==> src/rtl/adc_serial_rx.sv <==
// -----------------------------------------------------------------------------
// adc_serial_rx
//
// Runs the conversion + serial readout cycle of a dual-channel serial ADC and
// splits each ADC_DATA_WIDTH-bit frame (MSB first, channel 1 first) into two
// CHAN_WIDTH-bit samples for the downstream integrator/range stage.
//
// Optional feature (compile-time macro): ADC_RX_OVERRUN_EN
//   defined   -> overrun is a sticky flag set one cycle after a trigger that
//                arrives while busy; cleared only by rst.
//   undefined -> overrun is tied to 0 and no detection logic exists.
//
// Ports:
//   clk           system clock, rising edge
//   rst           synchronous, active-high reset
//   trigger       start one conversion + readout (honoured only in IDLE)
//   adc_sdo       serial data from ADC, sampled on adc_sck rising edges
//   adc_cnv       conversion start to ADC, high for CONV_CYCLES cycles
//   adc_sck       serial clock to ADC, low outside READ
//   sample_1      channel 1 = frame bits [ADC_DATA_WIDTH-1:CHAN_WIDTH]
//   sample_2      channel 2 = frame bits [CHAN_WIDTH-1:0]
//   sample_valid  one-cycle strobe, samples are new in the same cycle
//   busy          high whenever the FSM is not IDLE
//   overrun       sticky retrigger-while-busy flag (see macro above)
// -----------------------------------------------------------------------------
module adc_serial_rx #(
  parameter int ADC_DATA_WIDTH = 36,
  parameter int CHAN_WIDTH     = 18,
  parameter int CLK_DIV        = 2,
  parameter int CONV_CYCLES    = 40
) (
  input  logic                  clk,
  input  logic                  rst,
  input  logic                  trigger,
  input  logic                  adc_sdo,
  output logic                  adc_cnv,
  output logic                  adc_sck,
  output logic [CHAN_WIDTH-1:0] sample_1,
  output logic [CHAN_WIDTH-1:0] sample_2,
  output logic                  sample_valid,
  output logic                  busy,
  output logic                  overrun
);

  // Counter widths; a width of 0 is not legal, so single-value counters keep
  // one bit that simply stays at zero.
  localparam int BIT_W  = $clog2(ADC_DATA_WIDTH + 1);
  localparam int DIV_W  = (CLK_DIV > 1)     ? $clog2(CLK_DIV)     : 1;
  localparam int CONV_W = (CONV_CYCLES > 1) ? $clog2(CONV_CYCLES) : 1;

  localparam logic [DIV_W-1:0]  DIV_LAST   = DIV_W'(CLK_DIV - 1);
  localparam logic [CONV_W-1:0] CONV_LAST  = CONV_W'(CONV_CYCLES - 1);
  localparam logic [BIT_W-1:0]  FRAME_BITS = BIT_W'(ADC_DATA_WIDTH);

  if (ADC_DATA_WIDTH != 2 * CHAN_WIDTH) begin : g_bad_width
    $error("adc_serial_rx: ADC_DATA_WIDTH must equal 2*CHAN_WIDTH");
  end
  if (CLK_DIV < 1 || CONV_CYCLES < 1) begin : g_bad_timing
    $error("adc_serial_rx: CLK_DIV and CONV_CYCLES must be >= 1");
  end

  typedef enum logic [3:0] {
    IDLE = 4'b0001,
    CONV = 4'b0010,
    READ = 4'b0100,
    DONE = 4'b1000
  } state_t;

  state_t                    state, state_next;
  logic [CONV_W-1:0]         conv_cnt;
  logic [DIV_W-1:0]          div_cnt;
  logic [BIT_W-1:0]          bit_cnt;
  logic [ADC_DATA_WIDTH-1:0] shift_reg;
  logic                      sck_q;

  logic conv_last;
  logic div_last;
  logic frame_done;
  logic read_end;

  assign conv_last  = (conv_cnt == CONV_LAST);
  assign div_last   = (div_cnt == DIV_LAST);
  assign frame_done = (bit_cnt == FRAME_BITS);
  // Last high phase of the frame is finishing: sck falls and READ ends.
  assign read_end   = div_last && sck_q && frame_done;

  assign adc_sck = sck_q;

  // NOTE: sequential state uses non-blocking (<=) so every register samples
  // pre-edge values; blocking (=) here would create order-dependent races.
  always_ff @(posedge clk) begin
    if (rst) state <= IDLE;
    else     state <= state_next;
  end

  // NOTE: every output of this block gets a default first, so no path leaves
  // a signal unassigned and no latch is inferred.
  always_comb begin
    state_next   = state;
    adc_cnv      = 1'b0;
    sample_valid = 1'b0;
    busy         = 1'b1;
    unique case (state)
      IDLE: begin
        busy = 1'b0;
        if (trigger) state_next = CONV;
      end
      CONV: begin
        adc_cnv = 1'b1;
        if (conv_last) state_next = READ;
      end
      READ: begin
        if (read_end) state_next = DONE;
      end
      DONE: begin
        sample_valid = 1'b1;
        state_next   = IDLE;
      end
      default: state_next = IDLE;
    endcase
  end

  // Datapath: conversion timer, sck divider, bit counter, shifter, samples.
  always_ff @(posedge clk) begin
    if (rst) begin
      conv_cnt  <= '0;
      div_cnt   <= '0;
      bit_cnt   <= '0;
      shift_reg <= '0;
      sck_q     <= 1'b0;
      sample_1  <= '0;
      sample_2  <= '0;
    end else begin
      case (state)
        CONV: begin
          conv_cnt <= conv_last ? '0 : conv_cnt + 1'b1;
          // Divider, bit counter and sck start fresh on entry to READ.
          div_cnt  <= '0;
          bit_cnt  <= '0;
          sck_q    <= 1'b0;
        end
        READ: begin
          if (div_last) begin
            div_cnt <= '0;
            sck_q   <= ~sck_q;
            if (!sck_q) begin
              // Low->high toggle: capture the bit the ADC is presenting.
              shift_reg <= {shift_reg[ADC_DATA_WIDTH-2:0], adc_sdo};
              bit_cnt   <= bit_cnt + 1'b1;
            end
          end else begin
            div_cnt <= div_cnt + 1'b1;
          end
          // Load on the edge into DONE so samples are new while the strobe is up.
          if (read_end) begin
            sample_1 <= shift_reg[ADC_DATA_WIDTH-1:CHAN_WIDTH];
            sample_2 <= shift_reg[CHAN_WIDTH-1:0];
          end
        end
        default: begin
          conv_cnt <= '0;
        end
      endcase
    end
  end

`ifdef ADC_RX_OVERRUN_EN
  // Sticky: a trigger while busy is dropped, and this records that it was.
  always_ff @(posedge clk) begin
    if (rst)                  overrun <= 1'b0;
    else if (trigger && busy) overrun <= 1'b1;
  end
`else
  assign overrun = 1'b0;
`endif

endmodule

==> config.mk <==
export PLATFORM = sky130hd
export DESIGN_NAME = adc_serial_rx
export DESIGN_NICKNAME = d
export VERILOG_FILES = /design/src/rtl/adc_serial_rx.sv
export SDC_FILE = /design/constraint.sdc
export NUM_CORES = 1
export LEC_CHECK = 0
export CAP_MARGIN = 20
export CORE_MARGIN = 1.5
export CORE_UTILIZATION = 50
export CTS_CLUSTER_SIZE = 16
export DETAILED_ROUTE_END_ITERATION = 10
export PLACE_DENSITY = 0.74
export SLEW_MARGIN = 25
export SYNTH_ARGS = -nofsm -noshare
export SYNTH_HDL_FRONTEND = slang
export SYNTH_SLANG_ARGS = --single-unit
==> constraint.sdc <==
create_clock -name clk -period 3.2 [get_ports clk]
set_clock_uncertainty 0.1 [all_clocks]
set_input_delay 0.48 -clock clk [delete_from_list [all_inputs] [get_ports clk]]
set_output_delay 0.48 -clock clk [all_outputs]
set_load 0.01 [all_outputs]
# Yosys cells after proc, flatten, opt, wreduce, memory -nomap -nowiden
# Index checks and enable logic that the tools add are counted.
[word_totals]
ff_bits = 90
in_bits = 4
word_cells = 47
[op_classes]
n_bitwise = 1
eq_ne = 11
muxes = 16
reduce_logical = 8
addsub = 3
[op_table]
columns = ["operator", "n"]
rows = [
  ["6-bit one-hot mux with 2 select lines", 2],
  ["6-bit two-way mux", 3],
  ["6-bit by 1-bit adder with 6-bit output, second input constant", 2],
  ["6-bit == test, second input constant", 2],
  ["4-bit two-way mux", 3],
  ["4-bit one-hot mux with 3 select lines", 1],
  ["2-bit != test, second input constant", 5],
  ["3-bit AND reduction", 3],
  ["1-bit two-way mux", 5],
  ["4-bit by 1-bit == test with 1-bit output, second input constant", 1],
  ["4-bit by 2-bit == test with 1-bit output, second input constant", 1],
  ["4-bit by 3-bit == test with 1-bit output, second input constant", 1],
  ["4-bit == test, second input constant", 1],
  ["1-bit one-hot mux with 2 select lines", 2],
  ["2-bit AND reduction", 2],
  ["1-bit logical AND", 2],
  ["2-bit nonzero test", 1],
  ["1-bit adder, second input constant", 1],
  ["1-bit inverter", 1],
]

# Depth between registers and ports, before layout
# Gate-level depths: netlist of run 1.
[depth]
word_depth = 4
ltp_mapped = 8

# Worst setup path before layout of run 1
# OpenSTA, ideal clock, no wires.
[synth_path]
kind = "reg2reg"
startpoint = "reg state[0]"
endpoint = "reg sample_1[0]"
setup_time_ns = 0.132
t_required_ns = 2.968
period_less_slack_ns = 2.144
arrival_ns = 1.912
path_stages_with_launch = 8
n_path_buf = 3
setup_slack_ns = 1.056
cell_sequence = "dfxtp_1 > or4b_1 > buf_6 > or4_4 > buf_6 > buf_4 > nand2_1 > a21oi_1"
[synth_via]
elab_chain_cells = 2
[synth_lines]
columns = ["item", "line", "source"]
rows = [
  ["start, declared", "69", "state_t state, state_next;"],
  ["start signal, assigned", "93", "else state <= state_next;"],
  ["4-bit by 3-bit == test with 1-bit output", "134", "case (state)"],
  ["2-bit AND reduction (no source line)", "--", ""],
  ["end signal, assigned", "156", "sample_1 <= shift_reg[ADC_DATA_WIDTH-1:CHAN_WIDTH];"],
  ["end, declared", "38", "output logic [CHAN_WIDTH-1:0] sample_1,"],
]
# Every way passes these cells.
# A chain may end at the register's enable or synchronous reset.

# Final worst setup path of run 1
[layout_path]
startpoint = "reg state[2]"
endpoint = "out adc_cnv"
[layout_via]
elab_chain_cells = 2
[layout_lines]
columns = ["item", "line", "source"]
rows = [
  ["4-bit by 2-bit == test with 1-bit output", "103", "unique case (state)"],
  ["1-bit two-way mux", "103", ""],
  ["end, declared", "36", "output logic adc_cnv,"],
]
# Every way passes these cells.

==> results of run 1 <==
path summary, 6_finish.rpt:
check / to / slack (ns) / cells past startpoint
hold reg to reg: sample_2[1]$_SDFFE_PP0P_ / 0.36 / 2
hold / removal: sample_2[1]$_SDFFE_PP0P_ / 0.36 / 2
setup / recovery: adc_cnv / 0.45 / 3
setup reg to reg: sample_2[2]$_SDFFE_PP0P_ / 0.80 / 4
cells in the mapped netlist, drive strengths merged:
cell / number
a21oi: 81
a22oi: 1
a31o: 1
a41oi: 1
and2: 1
and3: 1
buf: 12
clkbuf: 14
conb: 1
dfxtp: 90
ha: 3
inv: 4
nand2: 147
nand2b: 3
nand3: 3
nand3b: 2
nand4: 7
nor2: 13
nor2b: 1
nor3: 3
nor4: 1
nor4b: 2
o21ai: 3
o21bai: 2
o32ai: 1
or3: 2
or4: 1
or4b: 3
xnor2: 2
xor2: 5
power breakdown:
group | switching, W | total, W | internal (W)
combinational | 0.0000285 | 0.0000432 | 0.0000147
clock | 0.000407 | 0.000798 | 0.000391
sequential | 0.00000369 | 0.00113 | 0.00112
worst register-to-register path, cell delays in order, from the launching register on:
cell	delay [ns]
dfxtp_1	0.35
or4b_1	0.76
or4_4	0.83
nand2_1	0.17
a21oi_1	0.07
through the flow:
stage,hold slack [ns],worst slack [ns],cell area [um^2],cells
2_1_floorplan,0.332,1.06,3360,411
4_1_cts,0.360,0.425,4000,528
3_3_place_gp,0.343,0.854,3800,512
3_5_place_dp,0.348,0.807,3800,512
6_report,0.356,0.449,4000,528
5_1_grt,0.379,0.386,4000,528
cell type report:
class | instances | area [um^2]
timing repair buffer | 50 | 478
inverter | 4 | 15.0
clock buffer | 10 | 138
sequential | 90 | 1800
tap | 77 | 96.3
fill | 594 | 2420
clock inverter | 6 | 70.1
multi-input combinational | 291 | 1410
logic make-up after synthesis:
logic type	Yosys count	synth area share, %
adders and majority gates	3	1.12
buffers and inverters	30	4.72
other	1	0.112
AOI/OAI and AO/OA	90	14.0
and+or+nand+nor	190	24.7
xor gates and xnor gates	7	1.82
DFF	90	53.6
placed cells by master, fill, tap and decap left out, drive strengths merged, types with 2 or more instances in the layout:
cell,Yosys,layout
a21oi,81,81
buf,12,8
clkbuf,14,10
clkdlybuf4s50,0,42
clkinv,0,2
dfxtp,90,90
ha,3,3
inv,4,7
nand2,147,147
nand2b,3,3
nand3,3,3
nand3b,2,2
nand4,7,7
nor2,13,13
nor3,3,3
nor4b,2,2
o21ai,3,3
o21bai,2,2
or3,2,2
or4b,3,3
xnor2,2,2
xor2,5,5
per-layer routing:
| metal | wire [um] | global-route usage (%) | vias to the layer above |
|---|---|---|---|
| met4 | 30 | 8.64 | 0 |
| met5 | 0 | 0 | - |
| met2 | 3040 | 31.8 | 50 |
| met3 | 242 | 3.50 | 2 |
| met1 | 3150 | 24.3 | 1271 |
| li1 | - | - | 1420 |
==> metrics.yaml, run 1 <==
run_status:
  status: "finished with violations"
  violations: "DRC"
placement:
  dpl.hpwl_mm: 4.01
  port_buffers: 43
  gp_congestion: 0.837
sta:
  maxSlewViolCount: 0
  worst_pin_slew_ns: 0.545
  slew_headroom_pct: 63.7
  fin_setup_tns_ns: 0
  setup_viol: 0
  finalHoldViolations: 0
  period_minus_slack_ns: 2.75
  rsz0062_at_grt: "no"
  fmax_mhz: 363
  post-route-period-util_pct: 86.0
pwr:
  ir_worst_vdd_mv: 0.244
  power_density_nw_per_um2: 491
  power_leakage_nw: 1.29
  power_w: 0.00197
yosys:
  synth_nets: 418
  synth-seq-cells: 90
  netlist_instances: 411
  synth.top_cell.area_share_pct: 53.6
  netlist_area_um2: 3360
  synth.avg_cell_area_um2: 8.18
  synth_top_cells_by_area: "dfxtp_1 54%, nand2_1 16%, a21oi_1 12%"
  seq_area_frac_synth_pct: 53.6
  yosys.area.top_type: "dfxtp_1"
  synth_cell_types: 38
  yosysWarnings: 0
cts:
  tritoncts: "done"
  clock_sinks: 90
  cts.repair.resized: 0
  clockBufferDepth: 2
  numCtsBuffers: 9
  ctsHoldBuffers: 0
  cts_setup_buffers: 0
  clk_pin_slew_ns: 0.08
  clk_latency_ns: 0.34
  clockRootBuffer: "clkbuf_8"
  htreeDepth: 3
detailed_routing:
  drt_iter0_markers: 126
  drt-total-wl_mm: 6.47
  dr.pass1.iters: 7
  post_drt_wl_per_cell_um: 12.2
  ant_nets: 0
  vias: 2743
  drc: 4
  viasPerCell: 5.20
floorplan:
  boundaryPins: 45
  die_h_um: 85.0
  core_um2: 6420
  dieArea_um2: 7230
  die_x_um: 85.0
  fp-row-count: 29
  initial_core_util_pct: 52.4
final_layout:
  layout-drive-gt1-share_pct: 7.32
  area_delta_synth_final_pct: 19.0
  largest_reg_flops: 36
  post-route-util_pct: 62.3
  antenna_cells: 0
  nNetsFinal: 453
worst_setup_path:
  r2r-start: "state[0]$_SDFFE_PP1P_"
  crit_start: "state[2]$_SDFFE_PP0P_"
  criticalPathCategory: "reg2out"
  crit_family: "simple AND/OR/NAND/NOR gates"
  cpPeakStageDelay_ns: 0.79
  slowest_stage: "or4b_2"
  startpoint_type: "register"
  worstPathArrival_ns: 2.17
  end_kind: "output port"
  crit_chain: "or4b_2, inv_2, clkdlybuf4s50_1"
  crit_path_max_fanout: 7
  critPathRequiredTime_ns: 2.62
  path_buf_inv: 2
worst_hold_path:
  hp-start: "sample_2[1]$_SDFFE_PP0P_"
  hp-class: "reg2reg"
grt:
  antenna_found_initial: 0
  grt_usage_pct: 19.2
  grt_pass1_vias: 2583
  grt_pass1_wl_mm: 11.3
  grt_max_degree: 53
  grt_overflow: 0
job:
  drv_cap: 0
Note: power is estimated with default switching activity, not from simulation.
==> run 2: changes to the inputs <==
--- a/config.mk
+++ b/config.mk
@@ -10,6 +10,7 @@
 export CORE_UTILIZATION = 50
 export CTS_CLUSTER_SIZE = 16
 export DETAILED_ROUTE_END_ITERATION = 10
+export GPL_ROUTABILITY_DRIVEN = 0
 export PLACE_DENSITY = 0.74
 export SLEW_MARGIN = 25
 export SYNTH_ARGS = -nofsm -noshare
==> results of run 2 <==
Final layout, timing and power as in run 1 (identical DEF).
==> run 3: changes to the inputs <==
--- a/config.mk
+++ b/config.mk
@@ -12,6 +12,7 @@
 export DETAILED_ROUTE_END_ITERATION = 10
 export GPL_ROUTABILITY_DRIVEN = 0
 export PLACE_DENSITY = 0.74
+export RECOVER_POWER = 50
 export SLEW_MARGIN = 25
 export SYNTH_ARGS = -nofsm -noshare
 export SYNTH_HDL_FRONTEND = slang
==> run 3 against run 2 <==
Net effect: core utilization down 0.16 points; count of clock-buffer cells in the layout unchanged; sequential share of layout area up 0.11 points; critical path depth unchanged; the run still ends with DRC left; first-iteration DRC count up 10%; die area unchanged; combinational power down 0.9%.
==> metrics.yaml, run 3 (synthesis gave the netlist of run 1 again) <==
final_layout:
  ff_latch_area_um2: 1800
  area_delta_synth_final_pct: 18.7
  post-route-util_pct: 62.2
  post_layout_nonfiller_instances: 528
  largest_reg_flops: 36
  layout-drive-gt1-share_pct: 6.43
  multi_input_area_um2: 1400
  finalInstanceArea_um2: 3990
  layout_common_cells: "147 x nand2_1, 90 x dfxtp_1, 81 x a21oi_1"
  final_common_cell: "nand2_1"
  antenna_cells: 0
  fillers: 596
  nNetsFinal: 453
worst_hold_path:
  hp-class: "reg2reg"
  hp-start: "sample_2[1]$_SDFFE_PP0P_"
  min_path_cells: 2
cts:
  numCtsBuffers: 9
  ctsHoldBuffers: 0
  cts.repair.resized: 0
  cts_setup_buffers: 0
  clk_latency_ns: 0.34
  clock_sinks: 90
  clk_pin_slew_ns: 0.08
  htreeDepth: 3
  tritoncts: "done"
  clockBufferDepth: 2
  clockRootBuffer: "clkbuf_8"
pwr:
  power_leakage_nw: 1.42
  power_density_nw_per_um2: 493
  ir_worst_vdd_mv: 0.244
detailed_routing:
  drc: 4
  drt-total-wl_mm: 6.44
  viasPerCell: 5.27
  drt_iter0_markers: 139
  ant_nets: 0
  dr.pass1.iters: 7
  post_drt_wl_per_cell_um: 12.2
  vias: 2780
worst_setup_path:
  startpoint_type: "register"
  end_kind: "output port"
  crit_path_max_fanout: 7
  crit_start: "state[2]$_SDFFE_PP0P_"
  r2r_end: "shift_reg[2]$_SDFFE_PP0P_"
  reg2reg_setup_slack_ns: 0.76
  crit_end: "adc_cnv"
  r2r_cells: 5
  r2r-start: "state[0]$_SDFFE_PP1P_"
  worstPathArrival_ns: 2.22
  criticalPathCategory: "reg2out"
  critPathRequiredTime_ns: 2.62
sta:
  finalHoldViolations: 0
  maxSlewViolCount: 0
  fin_setup_tns_ns: 0
  finalHoldWorstSlack_ns: 0.352
  fmax_mhz: 357
  worst_pin_slew_ns: 0.836
  rsz0062_at_grt: "no"
  post-route-period-util_pct: 87.6
  slew_headroom_pct: 44.2
  setup_viol: 0
  period_minus_slack_ns: 2.80
floorplan:
  dieArea_um2: 7230
  boundaryPins: 45
  fp-row-count: 29
  die_x_um: 85.0
  initial_core_util_pct: 52.4
  die_h_um: 85.0
  core_um2: 6420
grt:
  grt_pass1_wl_mm: 11.3
  antenna_found_initial: 0
  grt_overflow: 0
  grt_usage_pct: 19.2
  grt_max_degree: 53
  grt_pass1_vias: 2583
placement:
  dpl.hpwl_mm: 4.01
  postPlaceCellArea_um2: 3800
  place_inst: 512
  port_buffers: 43
run_status:
  violations: "DRC"
  status: "finished with violations"
job:
  drv_cap: 0
## run 3: cell types whose count changed in the layout (fill, tap and decap cells not counted), moves of 2 or more
cell             delta
clkdlybuf4s50_1    -37
dlygate4sd3_1      +37
buf_4               -2
clkbuf_1            +2
## run 3: final cells by class
class                           instances  area share (%)
Inverter                                4           0.376
Clock inverter                          6            1.75
Tap cell                               77            2.41
Timing Repair Buffer                   50            11.8
Sequential cell                        90            45.1
Clock buffer                           10            3.45
Multi-Input combinational cell        291            35.1
## run 3: routing by layer
metal / global-route usage, % / wire length [um]
met1: 24.3 / 3080
met4: 8.64 / 57
met3: 3.50 / 260
met5: 0 / 0
met2: 31.8 / 3040
## run 3: metrics by stage
stage | setup WS, ns | total power, W
2_1_floorplan | 1.06 | 0.00118
3_3_place_gp | 0.854 | 0.00119
3_5_place_dp | 0.807 | 0.00119
4_1_cts | 0.425 | 0.00199
5_1_grt | 0.331 | 0.00205
6_report | 0.396 | 0.00197
## run 3: how the worst min path moves through the flow
stage	end	slack [ns]
finish	sample_2[1]$_SDFFE_PP0P_	0.35
floorplan	sample_1[17]$_SDFFE_PP0P_	0.33
global placement	sample_2[6]$_SDFFE_PP0P_	0.34
detailed placement	sample_2[9]$_SDFFE_PP0P_	0.35
global route	sample_2[1]$_SDFFE_PP0P_	0.38
CTS	sample_2[1]$_SDFFE_PP0P_	0.36
## run 3: worst max-delay path: stages (launching register included)
cell	delay, ns
dfxtp_1	0.35
or4b_2	0.78
inv_1	0.19
clkdlybuf4s50_1	0.56
## run 3: where the power goes
part	switching (W)	internal (W)
clock network	0.000408	0.000391
logic	0.0000281	0.0000147
registers	0.00000361	0.00112
